File: src/rtl/conf_regbank_pkg.sv
// Shared types for the uncached configuration register bank: FSM states and response record.
// The response data field is CONF_RSP_W wide; REG_W of the bank must not exceed it.
package conf_regbank_pkg;

  localparam int unsigned CONF_RSP_W = 64;

  typedef enum logic {
    ST_IDLE = 1'b0,
    ST_RESP = 1'b1
  } conf_state_e;

  typedef struct packed {
    logic [CONF_RSP_W-1:0] rdata;
    logic                  err;
  } conf_rsp_t;

endpackage

File: src/rtl/conf_regbank_decode.sv
// Combinational address decode: 8-byte register index, RW/RO hit and decode error.
module conf_regbank_decode
  import conf_regbank_pkg::*;
#(
  parameter int unsigned RW_NUM = 4,
  parameter int unsigned RO_NUM = 4,
  parameter int unsigned ADDR_W = 12,
  parameter int unsigned IDX_W  = ADDR_W - 3
) (
  input  logic [ADDR_W-1:0] addr,
  input  logic              write,
  output logic [IDX_W-1:0]  idx,
  output logic              rw_hit,
  output logic              ro_hit,
  output logic              err
);

  localparam logic [IDX_W-1:0] RW_LIM = IDX_W'(RW_NUM);
  localparam logic [IDX_W-1:0] RO_LIM = IDX_W'(RW_NUM + RO_NUM);

  assign idx    = addr[ADDR_W-1:3];
  assign rw_hit = (idx < RW_LIM);
  assign ro_hit = !rw_hit && (idx < RO_LIM);
  // Misalignment, unmapped index and stores into status space all fail.
  assign err    = (|addr[2:0]) || !(rw_hit || ro_hit) || (write && ro_hit);

endmodule

File: src/rtl/uncached_config_regbank.sv
// Single-outstanding uncached config/status register bank with byte-enabled stores.
// Load readback is enabled by defining COHORT_CONF_READBACK_EN; otherwise loads return an error.
module uncached_config_regbank
  import conf_regbank_pkg::*;
#(
  parameter int unsigned RW_NUM = 4,
  parameter int unsigned RO_NUM = 4,
  parameter int unsigned REG_W  = 64,
  parameter int unsigned ADDR_W = 12
) (
  input  logic                           clk,
  input  logic                           rst,
  input  logic                           req_valid_i,
  output logic                           req_ready_o,
  input  logic                           req_write_i,
  input  logic [ADDR_W-1:0]              req_addr_i,
  input  logic [REG_W-1:0]               req_wdata_i,
  input  logic [REG_W/8-1:0]             req_be_i,
  output logic                           rsp_valid_o,
  input  logic                           rsp_ready_i,
  output logic [REG_W-1:0]               rsp_rdata_o,
  output logic                           rsp_err_o,
  input  logic [RO_NUM-1:0][REG_W-1:0]   ro_reg_i,
  output logic [RW_NUM-1:0][REG_W-1:0]   rw_reg_o,
  output logic [RW_NUM-1:0]              wr_pulse_o
);

  localparam int unsigned IDX_W = ADDR_W - 3;
  localparam int unsigned BE_W  = REG_W / 8;

  conf_state_e                 state_reg, state_next;
  conf_rsp_t                   rsp_reg, rsp_next;
  logic [RW_NUM-1:0]           wr_pulse_reg;
  logic [RW_NUM-1:0]           wr_sel;
  logic [RW_NUM-1:0][REG_W-1:0] rw_regs;
  logic [IDX_W-1:0]            idx;
  logic                        rw_hit, ro_hit, dec_err;
  logic                        accept;

  conf_regbank_decode #(
    .RW_NUM (RW_NUM),
    .RO_NUM (RO_NUM),
    .ADDR_W (ADDR_W),
    .IDX_W  (IDX_W)
  ) u_decode (
    .addr   (req_addr_i),
    .write  (req_write_i),
    .idx    (idx),
    .rw_hit (rw_hit),
    .ro_hit (ro_hit),
    .err    (dec_err)
  );

  assign accept = (state_reg == ST_IDLE) && req_valid_i;

  always_comb begin
    state_next  = state_reg;
    req_ready_o = 1'b0;
    rsp_valid_o = 1'b0;
    case (state_reg)
      ST_IDLE: begin
        req_ready_o = 1'b1;
        if (req_valid_i) state_next = ST_RESP;
      end
      ST_RESP: begin
        rsp_valid_o = 1'b1;
        if (rsp_ready_i) state_next = ST_IDLE;
      end
      default: state_next = ST_IDLE;
    endcase
  end

`ifdef COHORT_CONF_READBACK_EN
  logic [REG_W-1:0] load_data;

  always_comb begin
    load_data = '0;
    for (int i = 0; i < RW_NUM; i++)
      if (rw_hit && idx == IDX_W'(i)) load_data = rw_regs[i];
    for (int j = 0; j < RO_NUM; j++)
      if (ro_hit && idx == IDX_W'(RW_NUM + j)) load_data = ro_reg_i[j];
  end

  assign rsp_next.err   = dec_err;
  assign rsp_next.rdata = (req_write_i || dec_err) ? '0 : CONF_RSP_W'(load_data);
`else
  assign rsp_next.err   = dec_err || !req_write_i;
  assign rsp_next.rdata = '0;
`endif

  // Response is captured at acceptance and wiped on completion so idle data reads zero.
  always_ff @(posedge clk) begin
    if (rst) begin
      state_reg    <= ST_IDLE;
      rsp_reg      <= '0;
      wr_pulse_reg <= '0;
    end else begin
      state_reg    <= state_next;
      wr_pulse_reg <= wr_sel;
      if (accept)
        rsp_reg <= rsp_next;
      else if (state_reg == ST_RESP && rsp_ready_i)
        rsp_reg <= '0;
    end
  end

  for (genvar gi = 0; gi < RW_NUM; gi++) begin : g_rw
    logic [REG_W-1:0] val_reg;

    assign wr_sel[gi] = accept && req_write_i && !dec_err && rw_hit && (idx == IDX_W'(gi));

    always_ff @(posedge clk) begin
      if (rst) begin
        val_reg <= '0;
      end else if (wr_sel[gi]) begin
        for (int b = 0; b < BE_W; b++)
          if (req_be_i[b]) val_reg[b*8 +: 8] <= req_wdata_i[b*8 +: 8];
      end
    end

    assign rw_regs[gi] = val_reg;
  end

  assign rsp_rdata_o = rsp_reg.rdata[REG_W-1:0];
  assign rsp_err_o   = rsp_reg.err;
  assign wr_pulse_o  = wr_pulse_reg;
  assign rw_reg_o    = rw_regs;

endmodule

File: config.mk
export PLATFORM = sky130hd
export DESIGN_NAME = uncached_config_regbank
export DESIGN_NICKNAME = d
export VERILOG_FILES = /design/src/rtl/conf_regbank_pkg.sv /design/src/rtl/conf_regbank_decode.sv /design/src/rtl/uncached_config_regbank.sv
export SDC_FILE = /design/constraint.sdc
export NUM_CORES = 1
export LEC_CHECK = 0
export CAP_MARGIN = 20
export CORE_AREA = 2 2 265 267
export CTS_BUF_LIST = sky130_fd_sc_hd__clkbuf_8
export CTS_CLUSTER_SIZE = 14
export DETAILED_ROUTE_END_ITERATION = 6
export DIE_AREA = 0 0 267 269
export GPL_TIMING_DRIVEN = 0
export PLACE_DENSITY = 0.39
export SYNTH_ARGS = -nofsm -noshare
export SYNTH_HDL_FRONTEND = slang
export SYNTH_SLANG_ARGS = --single-unit
File: constraint.sdc
create_clock -name clk -period 3.8 [get_ports clk]
set_clock_uncertainty 0.05 [all_clocks]
set_input_delay 0.76 -clock clk [delete_from_list [all_inputs] [get_ports clk]]
set_output_delay 0.76 -clock clk [all_outputs]
set_load 0.03 [all_outputs]
==> impl_metrics.csv <==
group,metric,value,unit
sta,tightest_slew,1.043,ns
clock_network,path_clk_slew,0.06,ns
yosys,ys_warn_count,0,
global_routing,grtUsageMet1,0.1561,
global_routing,grt_pass1_vias,9058,
setup_path,cp-start-kind,"input port",
floorplanning,start_util,0.1573,
floorplanning,core-area,0.06930,mm^2
global_routing,grtUsageMet3,0.07215,
sta,slew_viol_final,0,
floorplanning,dieArea,0.07182,mm^2
setup_path,rr_worst_depth,4,
route,first_iter_violations,224,
clock_network,clockBufferDepth,3,
worst_hold_path,whs_path_depth,2,
sta,max_freq,286.4,MHz
flow_run,max_cap_viol_count,0,
yosys,netlist_area,0.01090,mm^2
global_routing,grt_max_degree,14,
placed_design,gp_congestion,0.7326,
outcome,outcome,"finished clean",
route,routed_wl,46570,um
sta,hold_violations,0,
cells_and_area,layout-drive-gt1-share,0.1188,
global_routing,grt_usage,0.1262,
clock_network,postCtsResizedCells,0,
cells_and_area,synthToLayoutAreaGrowth,55.50,%
sta,setup_tns,0,ns
cells_and_area,finalNetCount,1821,
placed_design,port_buffers,350,
floorplanning,die_w,267,um
sta,slew_headroom,0.2991,
global_routing,grt-busiest-layer,"met2",
setup_path,cp.arrival,3.98,ns
yosys,synth-seq-area-share,0.4812,
sta,rsz0062_at_grt,"false",
yosys,synthCells,1006,
worst_hold_path,hp-class,"reg -> reg",
yosys,postSynthAreaPerCell,10.83,um^2
setup_path,worstSetupEndpointType,"flip-flop",
clock_network,h-tree-depth,2,
route,postRouteAntennaNets,0,
clock_network,cts_setup_buffers,0,
clock_network,clk_latency,0.62,ns
setup_path,ff2ff_setup_slack,0.93,ns
floorplanning,io_pins,672,
yosys,synth_cell_types,25,
setup_path,worstPathRequired,4.28,ns
sta,min_period,3.492,ns
global_routing,globalRouteMet2Util,0.1867,
floorplanning,fp.dieH,269,um
setup_path,crit_fanout,9,
cells_and_area,fillerInstances,7509,
floorplanning,rows,97,
clock_network,cts_tree,"done",
pwr,powerDensity,363.8,mW/mm^2
route,dr.pass1.iters,4,
pwr,peakVddDrop,0.0001813,V
global_routing,grt-ovfl-total,0,
route,viasPerCell,3.470,
clock_network,cts.sinks,262,
pwr,fin_total_pwr,6.166,mW
clock_network,hold_buffers,0,
sta,finalCritPeriodShare,0.9190,
clock_network,cts_root_buf,"clkbuf_8",
cells_and_area,final_area,0.01695,mm^2
pwr,cellLeakagePower,7.323,nW
route,drc,0,
global_routing,grt_antenna_before_repair,7,
route,vias,8543,
cells_and_area,largest_reg_flops,256,
route,wl_per_cell,18.92,um
yosys,synth-seq-cells,262,
sta,setup_violations,0,
setup_path,critPathKind,"in -> reg",
clock_network,cts_buffers,51,
global_routing,grt_pass1_wl,65040,um
placed_design,dp_hpwl,35550,um
placed_design,post_dp_cell_area,0.01589,mm^2
metal layers:
layer | part of all wire | vias up
li1 | - | 4151
met1 | 0.44 | 3958
met2 | 0.41 | 362
met3 | 0.13 | 64
met4 | 0.017 | 8
met5 | 0.0012 | -
critical path, stage by stage:
cell	delay [ns]
clkdlybuf4s50_1	0.85
or4bb_1	0.58
nor4_4	0.80
nand2_1	0.64
mux2i_1	0.32
cells in the final DEF (no fill, tap or decap), types with 17 or more instances in the layout:
cell type,Yosys,final
clkbuf_8,0,65
inv_1,1,17
conb_1,1,64
dfxtp_1,262,262
nand2_2,22,22
mux2i_1,256,256
buf_4,66,66
nand2b_1,322,322
clkdlybuf4s50_1,0,350
clkbuf_1,37,37
worst paths after layout:
path / startpoint / to
worst min-delay path: g_rw[1].val_reg[41]$_SDFFE_PP0P_ / g_rw[1].val_reg[41]$_SDFFE_PP0P_
worst max-delay path: req_addr_i[3] / g_rw[1].val_reg[20]$_SDFFE_PP0P_
worst min register to register: g_rw[1].val_reg[41]$_SDFFE_PP0P_ / g_rw[1].val_reg[41]$_SDFFE_PP0P_
worst max register to register: state_reg$_SDFF_PP0_ / g_rw[1].val_reg[20]$_SDFFE_PP0P_
final cells by class:
cell class	count	area [um^2]	area share
well taps	940	1176	0.06939
plain buffers	110	669.4	0.03949
flip-flops and latches	262	5245	0.3095
clock inverters	27	148.9	0.008785
repair buffers	354	3576	0.2110
multi-input cells	696	5218	0.3078
diodes	7	17.52	0.001034
inverters	1	3.754	0.0002215
clock buffers	65	894.6	0.05278
synth_stat cells, drive strengths merged:
cell type / number / share of area
nand2b: 322 / 0.18
dfxtp: 262 / 0.48
mux2i: 256 / 0.24
buf: 73 / 0.049
clkbuf: 37 / 0.013
nand2: 28 / 0.015
and2: 7 / 0.0040
nor4: 5 / 0.0084
nor2: 2 / 0.00069
nor3b: 2 / 0.0014
or4b: 2 / 0.0018
or4bb: 2 / 0.0021
a211oi: 1 / 0.00069
conb: 1 / 0.00034
inv: 1 / 0.00034
nand4b: 1 / 0.00080
nor3: 1 / 0.00046
o21ai: 1 / 0.00046
or3: 1 / 0.00057
or4: 1 / 0.00069
power breakdown:
part | total, mW | switching, mW | internal (mW)
sequential | 2.75 | 0.00255 | 2.75
clock | 2.94 | 1.34 | 1.60
combinational | 0.471 | 0.266 | 0.205
cell families (layout without fill, tap and decap cells):
kind of cell,Yosys count,in the layout,synth area share
flops,262,262,0.4812
other cells,1,71,0.0003441
mux,256,256,0.2351
buf+inv,111,557,0.06176
compound gates,2,2,0.001148
simple gates,374,374,0.2204
through the flow:
stage | setup slack (ns) | hold slack (ns) | std cells | utilization
floorplan | 1.180 | 0.5384 | 1069 | -
global placement | -0.4176 | 0.4077 | 2359 | 0.2282
detailed placement | -0.3522 | 0.4152 | 2363 | 0.2293
CTS | 0.3215 | 0.4239 | 2455 | 0.2443
global route | 0.1780 | 0.4403 | 2455 | 0.2443
finish | 0.3080 | 0.4204 | 2462 | 0.2446
(Power assumes the default switching activity.)
